<file path="src/rtl/mips_pkg.sv">
// Shared encodings for the multicycle MIPS controller: states, opcodes and
// datapath select codes.
package mips_pkg;

  typedef enum logic [3:0] {
    S_FETCH    = 4'd0,
    S_DECODE   = 4'd1,
    S_MEMADR   = 4'd2,
    S_MEMREAD  = 4'd3,
    S_MEMWB    = 4'd4,
    S_MEMWRITE = 4'd5,
    S_EXECUTE  = 4'd6,
    S_ALUWB    = 4'd7,
    S_BRANCH   = 4'd8,
    S_ADDIEX   = 4'd9,
    S_ADDIWB   = 4'd10,
    S_JUMP     = 4'd11
  } state_t;

  localparam logic [5:0] OP_RTYPE = 6'b000000;
  localparam logic [5:0] OP_LW    = 6'b100011;
  localparam logic [5:0] OP_SW    = 6'b101011;
  localparam logic [5:0] OP_BEQ   = 6'b000100;
  localparam logic [5:0] OP_ADDI  = 6'b001000;
  localparam logic [5:0] OP_J     = 6'b000010;

  localparam logic [1:0] ALUOP_ADD   = 2'b00;
  localparam logic [1:0] ALUOP_SUB   = 2'b01;
  localparam logic [1:0] ALUOP_FUNCT = 2'b10;

  localparam logic [1:0] SRCB_B      = 2'b00;
  localparam logic [1:0] SRCB_FOUR   = 2'b01;
  localparam logic [1:0] SRCB_IMM    = 2'b10;
  localparam logic [1:0] SRCB_IMMSH  = 2'b11;

  localparam logic [1:0] PCSRC_ALU    = 2'b00;
  localparam logic [1:0] PCSRC_ALUOUT = 2'b01;
  localparam logic [1:0] PCSRC_JUMP   = 2'b10;

  function automatic logic op_supported(input logic [5:0] op);
    return (op == OP_RTYPE) || (op == OP_LW) || (op == OP_SW) ||
           (op == OP_BEQ) || (op == OP_ADDI) || (op == OP_J);
  endfunction

endpackage

</file>
<file path="src/rtl/mips_ctrl_outdec.sv">
// Combinational state-to-outputs decoder for the multicycle MIPS controller.
// Moore outputs, with mem_ready/zero gating only where the handshake needs it.
module mips_ctrl_outdec
  import mips_pkg::*;
(
  input  logic [3:0] state_i,
  input  logic [5:0] opcode_i,
  input  logic       zero_i,
  input  logic       mem_ready_i,
  output logic       mem_req_o,
  output logic       mem_write_o,
  output logic       ir_write_o,
  output logic       pc_en_o,
  output logic       iord_o,
  output logic       alu_src_a_o,
  output logic [1:0] alu_src_b_o,
  output logic [1:0] alu_op_o,
  output logic [1:0] pc_src_o,
  output logic       reg_dst_o,
  output logic       mem_to_reg_o,
  output logic       reg_write_o,
  output logic       instr_done_o,
  output logic       illegal_op_o
);

  always_comb begin
    mem_req_o    = 1'b0;
    mem_write_o  = 1'b0;
    ir_write_o   = 1'b0;
    pc_en_o      = 1'b0;
    iord_o       = 1'b0;
    alu_src_a_o  = 1'b0;
    alu_src_b_o  = SRCB_B;
    alu_op_o     = ALUOP_ADD;
    pc_src_o     = PCSRC_ALU;
    reg_dst_o    = 1'b0;
    mem_to_reg_o = 1'b0;
    reg_write_o  = 1'b0;
    instr_done_o = 1'b0;
    illegal_op_o = 1'b0;
    case (state_i)
      S_FETCH: begin
        mem_req_o   = 1'b1;
        alu_src_b_o = SRCB_FOUR;
        ir_write_o  = mem_ready_i;
        pc_en_o     = mem_ready_i;
      end
      S_DECODE: begin
        // ALU computes PC+4 + (imm<<2) now so BRANCH can use ALUOut.
        alu_src_b_o = SRCB_IMMSH;
        if (!op_supported(opcode_i)) begin
          illegal_op_o = 1'b1;
          instr_done_o = 1'b1;
        end
      end
      S_MEMADR, S_ADDIEX: begin
        alu_src_a_o = 1'b1;
        alu_src_b_o = SRCB_IMM;
      end
      S_MEMREAD: begin
        mem_req_o = 1'b1;
        iord_o    = 1'b1;
      end
      S_MEMWB: begin
        mem_to_reg_o = 1'b1;
        reg_write_o  = 1'b1;
        instr_done_o = 1'b1;
      end
      S_MEMWRITE: begin
        mem_req_o    = 1'b1;
        mem_write_o  = 1'b1;
        iord_o       = 1'b1;
        instr_done_o = mem_ready_i;
      end
      S_EXECUTE: begin
        alu_src_a_o = 1'b1;
        alu_op_o    = ALUOP_FUNCT;
      end
      S_ALUWB: begin
        reg_dst_o    = 1'b1;
        reg_write_o  = 1'b1;
        instr_done_o = 1'b1;
      end
      S_BRANCH: begin
        alu_src_a_o  = 1'b1;
        alu_op_o     = ALUOP_SUB;
        pc_src_o     = PCSRC_ALUOUT;
        pc_en_o      = zero_i;
        instr_done_o = 1'b1;
      end
      S_ADDIWB: begin
        reg_write_o  = 1'b1;
        instr_done_o = 1'b1;
      end
      S_JUMP: begin
        pc_src_o     = PCSRC_JUMP;
        pc_en_o      = 1'b1;
        instr_done_o = 1'b1;
      end
      default: ;
    endcase
  end

endmodule

</file>
<file path="src/rtl/mips_multicycle_ctrl.sv">
// Main control FSM for the multicycle MIPS datapath: state register and
// next-state logic; outputs come from mips_ctrl_outdec, enables gated by reset.
module mips_multicycle_ctrl
  import mips_pkg::*;
(
  input  logic       clk,
  input  logic       rst_n,
  input  logic [5:0] opcode,
  input  logic       zero,
  input  logic       mem_ready,
  output logic       mem_req,
  output logic       mem_write,
  output logic       ir_write,
  output logic       pc_en,
  output logic       iord,
  output logic       alu_src_a,
  output logic [1:0] alu_src_b,
  output logic [1:0] Alu_op,
  output logic [1:0] pc_src,
  output logic       reg_dst,
  output logic       mem_to_reg,
  output logic       reg_write,
  output logic       instr_done,
  output logic       illegal_op,
  output logic [3:0] state
);

  state_t state_q, state_d;

  logic mem_req_raw, mem_write_raw, ir_write_raw, pc_en_raw;
  logic reg_write_raw, instr_done_raw, illegal_op_raw;

  always_ff @(posedge clk or negedge rst_n) begin
    if (!rst_n) state_q <= S_FETCH;
    else        state_q <= state_d;
  end

  always_comb begin
    state_d = S_FETCH;
    case (state_q)
      S_FETCH:    state_d = mem_ready ? S_DECODE : S_FETCH;
      S_DECODE: begin
        case (opcode)
          OP_LW, OP_SW: state_d = S_MEMADR;
          OP_RTYPE:     state_d = S_EXECUTE;
          OP_BEQ:       state_d = S_BRANCH;
          OP_ADDI:      state_d = S_ADDIEX;
          OP_J:         state_d = S_JUMP;
          default:      state_d = S_FETCH;
        endcase
      end
      S_MEMADR: begin
        if (opcode == OP_LW)      state_d = S_MEMREAD;
        else if (opcode == OP_SW) state_d = S_MEMWRITE;
        else                      state_d = S_FETCH;
      end
      S_MEMREAD:  state_d = mem_ready ? S_MEMWB : S_MEMREAD;
      S_MEMWRITE: state_d = mem_ready ? S_FETCH : S_MEMWRITE;
      S_EXECUTE:  state_d = S_ALUWB;
      S_ADDIEX:   state_d = S_ADDIWB;
      default:    state_d = S_FETCH;
    endcase
  end

  mips_ctrl_outdec u_outdec (
    .state_i      (state_q),
    .opcode_i     (opcode),
    .zero_i       (zero),
    .mem_ready_i  (mem_ready),
    .mem_req_o    (mem_req_raw),
    .mem_write_o  (mem_write_raw),
    .ir_write_o   (ir_write_raw),
    .pc_en_o      (pc_en_raw),
    .iord_o       (iord),
    .alu_src_a_o  (alu_src_a),
    .alu_src_b_o  (alu_src_b),
    .alu_op_o     (Alu_op),
    .pc_src_o     (pc_src),
    .reg_dst_o    (reg_dst),
    .mem_to_reg_o (mem_to_reg),
    .reg_write_o  (reg_write_raw),
    .instr_done_o (instr_done_raw),
    .illegal_op_o (illegal_op_raw)
  );

  // Gate enables combinationally so nothing writes after rst_n falls.
  assign mem_req    = rst_n & mem_req_raw;
  assign mem_write  = rst_n & mem_write_raw;
  assign ir_write   = rst_n & ir_write_raw;
  assign pc_en      = rst_n & pc_en_raw;
  assign reg_write  = rst_n & reg_write_raw;
  assign instr_done = rst_n & instr_done_raw;
  assign illegal_op = rst_n & illegal_op_raw;
  assign state      = state_q;

endmodule

</file>
<file path="config.mk">
export PLATFORM = sky130hd
export DESIGN_NAME = mips_multicycle_ctrl
export DESIGN_NICKNAME = d
export VERILOG_FILES = /design/src/rtl/mips_pkg.sv /design/src/rtl/mips_ctrl_outdec.sv /design/src/rtl/mips_multicycle_ctrl.sv
export SDC_FILE = /design/constraint.sdc
export NUM_CORES = 1
export LEC_CHECK = 0
export ABC_AREA = 1
export BUFFER_PORTS_ARGS = -buffer_cell sky130_fd_sc_hd__buf_2
export CELL_PAD_IN_SITES_DETAIL_PLACEMENT = 1
export CELL_PAD_IN_SITES_GLOBAL_PLACEMENT = 1
export CORE_MARGIN = 3
export CORE_UTILIZATION = 23
export CTS_CLUSTER_DIAMETER = 100
export DETAILED_ROUTE_END_ITERATION = 12
export PLACE_DENSITY = 0.69
export REMOVE_ABC_BUFFERS = 1
export SETUP_SLACK_MARGIN = 0.1
export SYNTH_ARGS = -nofsm -noshare
export SYNTH_HDL_FRONTEND = slang
export SYNTH_SLANG_ARGS = --single-unit
</file>
<file path="constraint.sdc">
create_clock -name clk -period 1.1 [get_ports clk]
set_input_delay 0.11 -clock clk [delete_from_list [all_inputs] [get_ports clk]]
set_output_delay 0.11 -clock clk [all_outputs]
set_load 0.005 [all_outputs]
</file>
==> results.toml, run 1 <==
[finish]
fillers = 330
largest_reg_flops = 4
drive_above_1_share = 0.6105
multi_input_area_sq_um = 489.2
antenna_cells = 0
final-seq-area_sq_um = 105.1
areaGrowthSynthToFinish_pct = 110.6
final_util = 0.5223
nets = 184

[floorplanning]
fp.dieArea_sq_um = 3084
die_h_microns = 55.53
boundaryPins = 31
die_w_microns = 55.53
start_util = 0.2479
core_area_sq_um = 2276
rows = 17

[routing]
drt-wirelength-per-cell_microns = 15.62
viasPerCell = 4.660
drc = 0
antenna_left = 0
routed-via-count = 932
dr.pass1.iters = 4
drtIter0Drc = 16
wl_mm = 3.123

[synth]
yosys.area.top_type_share = 0.1929
seq_area_frac_synth = 0.1774
yosys_warnings = 0
syn_inst = 111
synth_cell_types = 12
yosys-top-cells-area = "nand2_1 (19%), dfrtp_1 (18%), nor2_1 (16%)"
synth_area_leader_cell = "nand2_1"
syn_area_sq_um = 564.3
post_synth.cell_area_avg_sq_um = 5.084
ys_ff_latch = 4

[cts]
insertion_delay_ns = 0.24
clkTransAtPathRegs_ns = 0.05
cts_sinks = 4
root_buffer = "clkbuf_4"
cts.htree.levels = 1
cts_inserted_buffers = 3
clockBufferDepth = 2
cts_tree = "built"

[timing]
fin_crit_ns = 1.593
slew_violations = 0
rsz0062_at_grt = "yes"
min_period_over_period = 1.448
relSlewSlack = 0.8219
setup_viol = 22
tightestPinTransition_ns = 0.2661
hold_viol = 0
fmax_ghz = 0.6277
fin_ws_ns = -0.4931
finClkSkew_ns = 0.01522

[global_route]
overflow = 0
first_global_vias = 957
grt_max_degree = 7
track_usage = 0.1733
antenna_found_initial = 0
grt_pass1_wl_mm = 4.347

[power_and_ir_drop]
pwr-share-clk = 0.244
p_sw_mw = 0.3006
p_leak_nw = 0.7438
p_int_mw = 0.4605
vdd_ir_drop_max_mv = 0.5065
design_power_total_mw = 0.7611
p_comb_frac = 0.520
power_frac_seq = 0.235
power_density_nw_per_um2 = 640.3
swShare = 0.3949

[worst_setup_path]
crit_required_ns = 0.99
worst-setup-path-type = "register to primary output"
worstSetupStartpoint = "state[3]"
critPathCaptureType = "primary output"
cp_max_fo = 4
reg2reg_from = "state[0]"
cp-start-kind = "register"
cp.arrival_ns = 1.48

[placement]
gp_congestion = 0.7853
place.port_buffers = 30
hpwlAfterDp_mm = 1.866

[status]
outcome = "complete, but fails checks"
violations = "setup timing"

[job]
max-cap-violations = 0

[min_path]
min_from = "opcode[2]"
hold_path.class = "primary input to register"
==> per-stage QoR <==
stage / TNS, ns / hold WS [ns] / instance area (sq um) / setup slack, ns / std cells
after floorplan: -0.08787 / -0.1856 / 564.3 / -0.05041 / 111
after global placement: -1.601 / 0.02919 / 862.1 / -0.1664 / 184
after detailed placement: -2.285 / 0.03077 / 862.1 / -0.2332 / 184
after CTS: -5.878 / 0.2900 / 1036 / -0.3946 / 196
after global routing: -8.943 / 0.3120 / 1189 / -0.6164 / 200
final: -7.247 / 0.2888 / 1189 / -0.4931 / 200
==> per-layer routing <==
metal	vias to the layer above	wire [microns]	share of wire	GRT usage
li1	456	-	-	-
met1	445	1188	0.38	0.1837
met2	27	1815	0.58	0.3463
met3	4	87	0.028	0.02103
met4	0	31	0.0099	0.05208
met5	-	0	0	0
==> what timing repair did <==
action                                  in CTS  in global routing
endpoints found under the setup margin      23                 24
setup buffers                                8                  8
gates resized for setup                     28                 39
pin swaps                                   12                 11
hold buffers                                 1                  0
hold endpoints to repair                     4                  0
==> kinds of logic after synthesis <==
logic type,after synthesis,share of synthesized area
AO/OA/AOI/OAI,4,0.03546
flip-flops,4,0.1774
AND/OR/NAND/NOR,77,0.6142
buffers and inverters,26,0.1729
==> Yosys cell counts (all sizes together) <==
| master | number |
|---|---|
| dfrtp | 4 |
| inv | 26 |
| nand4 | 3 |
| o21ai | 3 |
| nand3 | 10 |
| nand2 | 33 |
| a21oi | 1 |
| nor2 | 31 |
==> power by group through the flow <==
stage | sequential, mW | clock (mW) | combinational (mW)
5_1_grt | 0.181 | 0.213 | 0.430
3_5_place_dp | 0.172 | 0 | 0.255
6_report | 0.179 | 0.186 | 0.396
3_3_place_gp | 0.171 | 0 | 0.251
4_1_cts | 0.172 | 0.180 | 0.324
2_1_floorplan | 0.171 | 0 | 0.118
==> path summary, 6_finish.rpt <==
path | end | slack (ns) | cells after the start
max | pc_en | -0.49 | 8
max reg2reg | state[2] | -0.27 | 8
min | state[0] | 0.29 | 4
min in group asynchronous | state[1] | 0.43 | 3
max in group asynchronous | state[2] | 0.44 | 3
min reg2reg | state[2] | 0.81 | 3
==> area by class of cell <==
class,instances,area share
clock buffers,3,0.01895
inverters,26,0.08842
multi-input cells,81,0.4116
flip-flops and latches,4,0.08842
well taps,28,0.02947
repair buffers,58,0.3632
==> worst max-delay path, stage by stage, from the launching register on <==
cell and delay (ns):
dfrtp_2 0.45, nor2_4 0.19, inv_4 0.07, nor2_4 0.11, nand2_2 0.10, nand3_1 0.12
nand2_1 0.06, inv_1 0.05, buf_2 0.10
==> placed cells by master (no fill, tap or decap), drive strengths merged <==
master       Yosys  routed
buf              0      57
nand2           33      33
nor2            31      31
inv             26      26
nand3           10      10
dfrtp            4       4
nand4            3       3
clkbuf           0       3
o21ai            3       3
a21oi            1       1
dlygate4sd3      0       1
(Power assumes the default switching activity.)
==> run 2: changes to the inputs <==
--- a/config.mk
+++ b/config.mk
@@ -9,7 +9,7 @@
 export BUFFER_PORTS_ARGS = -buffer_cell sky130_fd_sc_hd__buf_2
 export CELL_PAD_IN_SITES_DETAIL_PLACEMENT = 1
 export CELL_PAD_IN_SITES_GLOBAL_PLACEMENT = 1
-export CORE_MARGIN = 3
+export CORE_MARGIN = 2
 export CORE_UTILIZATION = 23
 export CTS_CLUSTER_DIAMETER = 100
 export DETAILED_ROUTE_END_ITERATION = 12
==> run 2 against run 1 <==
Clock power hardly changed. Critical path type unchanged. The run still ends with setup timing left. Critical endpoint unchanged. Clock skew shrank 0.011 ns. Register-to-register slack barely moved. First-iteration DRC count fell by 81%. Sequential share of layout area rose by 0.20 points.
==> results.toml, run 2 (synthesis gave the netlist of run 1 again) <==
[global_route]
antenna_found_initial = 0
grt_max_degree = 7
overflow = 0
first_global_vias = 958
grt_pass1_wl_mm = 4.057
track_usage = 0.1965

[floorplanning]
boundaryPins = 31
core_area_sq_um = 2276
fp.dieArea_sq_um = 2865
die_w_microns = 53.53
rows = 17
die_h_microns = 53.53
start_util = 0.2479

[worst_setup_path]
crit_end = "pc_en"
r2r_cells = 7
crit_required_ns = 0.99
reg2reg_from = "state[3]"
cp-start-kind = "register"
worstSetupStartpoint = "state[3]"
critPathCaptureType = "primary output"
cp.arrival_ns = 1.51
worst-setup-path-type = "register to primary output"
r2r-end = "state[0]"
cp_max_fo = 4
timing.reg2reg.setup_slack_ns = -0.26

[timing]
setup_viol = 23
rsz0062_at_grt = "yes"
finClkSkew_ns = 0.004607
fin_crit_ns = 1.621
tightestPinTransition_ns = 0.2765
fmax_ghz = 0.6169
slew_violations = 0
min_period_over_period = 1.474
relSlewSlack = 0.8150
fin_ws_ns = -0.5210
whs_ns = 0.2605
hold_viol = 0
setup-tns-final_ns = -7.060

[finish]
drive_above_1_share = 0.6047
nets = 184
largest_reg_flops = 4
antenna_cells = 0
instances_no_fill = 200
final_common_cell = "buf_2"
areaGrowthSynthToFinish_pct = 106.0
fillers = 322
final_cell_mix = "buf_2 (30), nand2_1 (20), inv_1 (17), nor2_1 (17), buf_4 (15)"

[routing]
drtIter0Drc = 3
routed-via-count = 917
viasPerCell = 4.585
dr.pass1.iters = 2
drc = 0
wl_mm = 2.855
antenna_left = 0
drt-wirelength-per-cell_microns = 14.28

[power_and_ir_drop]
p_leak_nw = 0.7522
power_density_nw_per_um2 = 643.2
vdd_ir_drop_max_mv = 0.4393

[min_path]
min_from = "opcode[2]"
hold_path.class = "primary input to register"

[cts]
clockBufferDepth = 2
insertion_delay_ns = 0.24
root_buffer = "clkbuf_4"
cts_sinks = 4
cts_tree = "built"
clkTransAtPathRegs_ns = 0.04
cts_inserted_buffers = 3
cts.htree.levels = 1

[status]
outcome = "complete, but fails checks"
violations = "setup timing"

[placement]
place.port_buffers = 30
gp_congestion = 0.7804
hpwlAfterDp_mm = 1.852
dp_cells = 184

[job]
max-cap-violations = 0
-- run 2: area by class of cell --
type / count / area (sq um) / share of cell area
clock buffers: 3 / 22.52 / 0.01938
inverters: 26 / 105.1 / 0.09042
multi-input cells: 81 / 486.7 / 0.4187
flip-flops and latches: 4 / 105.1 / 0.09042
well taps: 28 / 35.03 / 0.03014
repair buffers: 58 / 407.9 / 0.3509
-- run 2: where the power goes --
group          internal (mW)  switching [mW]  total [mW]
logic                  0.176           0.209       0.386
clock network          0.122          0.0613       0.183
registers              0.158          0.0202       0.179
-- run 2: repair_timing --
item / CTS / global route
buffers inserted: 7 / 6
hold buffers: 1 / 0
resized for setup: 41 / 20
setup endpoints to repair: 23 / 24
endpoints found under the hold margin: 4 / 0
pin swaps: 13 / 11
-- run 2: how the worst min path moves through the flow --
stage                           to  slack [ns]  cells after the start
after floorplan           state[0]       -0.19                      0
after global placement    state[2]        0.03                      2
after detailed placement  state[2]        0.03                      2
after CTS                 state[2]        0.26                      4
after global routing      state[0]        0.31                      4
final                     state[2]        0.26                      4
-- run 2: layer usage --
layer,share of wire,vias up,GRT usage,routed length [microns]
li1,-,453,-,-
met1,0.38,435,0.1993,1075
met2,0.59,25,0.4053,1674
met3,0.022,4,0.01667,64
met4,0.014,0,0.07265,40
met5,0,-,0,0
-- run 2: per-stage QoR --
step	cell area [sq um]	setup slack [ns]	power, mW	util
floorplan	564.3	-0.05041	0.2892	-
global placement	862.1	-0.1602	0.4217	0.3788
detailed placement	862.1	-0.2234	0.4293	0.3788
CTS	1060	-0.3985	0.7002	0.4656
global route	1162	-0.5958	0.8012	0.5107
finish	1162	-0.5210	0.7476	0.5107
-- run 2: critical path, cell delays in order, from the launching register on --
cell and delay, ns:
dfrtp_2 0.45, nor2_4 0.20, inv_4 0.07, nor2_4 0.13, nand2_2 0.08, nand3_1 0.09, nand2_1 0.07, inv_1 0.07
buf_2 0.11
==> run 3: changes to the inputs <==
--- a/config.mk
+++ b/config.mk
@@ -7,13 +7,11 @@
 export LEC_CHECK = 0
 export ABC_AREA = 1
 export BUFFER_PORTS_ARGS = -buffer_cell sky130_fd_sc_hd__buf_2
-export CELL_PAD_IN_SITES_DETAIL_PLACEMENT = 1
-export CELL_PAD_IN_SITES_GLOBAL_PLACEMENT = 1
 export CORE_MARGIN = 2
-export CORE_UTILIZATION = 23
+export CORE_UTILIZATION = 38
 export CTS_CLUSTER_DIAMETER = 100
 export DETAILED_ROUTE_END_ITERATION = 12
-export PLACE_DENSITY = 0.69
+export PLACE_DENSITY = 0.7
 export REMOVE_ABC_BUFFERS = 1
 export SETUP_SLACK_MARGIN = 0.1
 export SYNTH_ARGS = -nofsm -noshare
==> run 3 against run 2 <==
The run still ends with setup timing left. First-iteration DRC count grew to 8.3 times the previous value. Clock skew is 0.0039 ns higher. Register-to-register slack better by 0.06 ns. Sequential share of layout area is 0.97 points higher. Count of clock-buffer cells in the layout stayed put. Sequential power hardly changed. Worst setup slack better by 0.065 ns. Die area is 37% lower. Wire length is 19% lower. Maximum frequency is 4.2% higher. Final cell count is 11% lower. Sequential cell count stayed put. Highest routed layer unchanged.
==> results.toml, run 3 (synthesis gave the netlist of run 1 again) <==
[worst_setup_path]
crit_required_ns = 0.99
cp-start-kind = "register"
cp.arrival_ns = 1.45
critPathCaptureType = "primary output"
cp_max_fo = 5
worst-setup-path-type = "register to primary output"

[cts]
cts_tree = "built"
root_buffer = "clkbuf_4"
cts.htree.levels = 1
cts_sinks = 4
clockBufferDepth = 2
cts_inserted_buffers = 3
clkTransAtPathRegs_ns = 0.04
insertion_delay_ns = 0.25

[global_route]
grt_max_degree = 7
first_global_vias = 765
overflow = 0
antenna_found_initial = 0
track_usage = 0.2357
grt_pass1_wl_mm = 3.236

[timing]
hold_viol = 0
min_period_over_period = 1.414
rsz0062_at_grt = "yes"
fmax_ghz = 0.6429
fin_crit_ns = 1.556
fin_ws_ns = -0.4555
whs_ns = 0.2641
setup_viol = 21
tightestPinTransition_ns = 0.2525
slew_violations = 0
setup-tns-final_ns = -6.460
relSlewSlack = 0.8310
finClkSkew_ns = 0.008516

[floorplanning]
start_util = 0.4180
fp.dieArea_sq_um = 1809
boundaryPins = 31
core_area_sq_um = 1350
die_w_microns = 42.54
rows = 13
die_h_microns = 42.54

[routing]
drtIter0Drc = 25
antenna_left = 0
dr.pass1.iters = 6
routed-via-count = 882
drc = 0
drt-wirelength-per-cell_microns = 12.98
wl_mm = 2.310
viasPerCell = 4.955

[finish]
final_util = 0.7776
final-seq-area_sq_um = 105.1
nets = 175
final_cell_mix = "buf_2 (28), nand2_1 (22), inv_1 (19), nor2_1 (19), buf_6 (11)"
largest_reg_flops = 4
fin_area_sq_um = 1050
drive_above_1_share = 0.5399
final_common_cell = "buf_2"
areaGrowthSynthToFinish_pct = 86.03
antenna_cells = 0
multi_input_area_sq_um = 459.2
fillers = 87

[status]
violations = "setup timing"
outcome = "complete, but fails checks"

[power_and_ir_drop]
power_density_nw_per_um2 = 701.8
vdd_ir_drop_max_mv = 0.6502
p_leak_nw = 0.6904

[job]
max-cap-violations = 0

[placement]
hpwlAfterDp_mm = 1.380
placed_area_sq_um = 830.8
gp_congestion = 0.8765
dp_slack_ns = -0.1832
place.port_buffers = 30

[min_path]
hold_path.class = "primary input to register"
-- run 3: cell count changes in the layout (fill, tap and decap cells not counted), moves of 2 or more --
cell	before	now
nand2_2	8	6
buf_4	15	9
inv_1	17	19
buf_2	30	28
nor2_1	17	19
nand2_1	20	22
-- run 3: worst max-delay path: stages (launching register included) --
cell and delay, ns:
dfrtp_2 0.46, nor2_4 0.17, inv_2 0.10, nor2_4 0.11, nand2_2 0.08, nand3_1 0.08
nand2_1 0.05, inv_1 0.04, buf_2 0.10
-- run 3: path summary, 6_finish.rpt --
check	from	endpoint	slack, ns	cells past startpoint
setup / recovery	state[2]	pc_en	-0.46	8
hold / removal	opcode[2]	state[2]	0.26	4
setup reg to reg	state[1]	state[2]	-0.20	7
hold reg to reg	state[3]	state[2]	0.77	3
max in group asynchronous	rst_n	state[1]	0.53	3
min in group asynchronous	rst_n	state[0]	0.38	3
-- run 3: layout make-up --
cell class / count / area share
multi-input cells: 81 / 0.4374
clock buffers: 3 / 0.02145
repair buffers: 49 / 0.3254
inverters: 26 / 0.09773
well taps: 15 / 0.01788
flip-flops and latches: 4 / 0.1001
-- run 3: metrics by stage --
stage | cells | power (mW)
after floorplan | 111 | 0.2892
after global placement | 169 | 0.4129
after detailed placement | 169 | 0.4165
after CTS | 176 | 0.6448
after global routing | 178 | 0.7673
final | 178 | 0.7368
-- run 3: timing repair --
action	CTS	global route
setup endpoints to repair	22	23
hold buffers	1	0
hold endpoints to repair	4	0
resized for setup	20	30
pin swaps	10	7
buffers inserted	3	2
-- run 3: power by group --
| group | total (mW) | leakage, nW | internal [mW] | switching (mW) |
|---|---|---|---|---|
| sequential | 0.181 | 0.0480 | 0.158 | 0.0229 |
| clock | 0.191 | 0.0138 | 0.123 | 0.0689 |
| combinational | 0.364 | 0.629 | 0.173 | 0.191 |
-- run 3: routing by layer --
layer,vias up,global-route usage,wire [microns]
met2,49,0.4369,1238
met1,389,0.2358,882
met5,-,0,0
met4,0,0.1625,70
met3,11,0.03448,118
li1,433,-,-
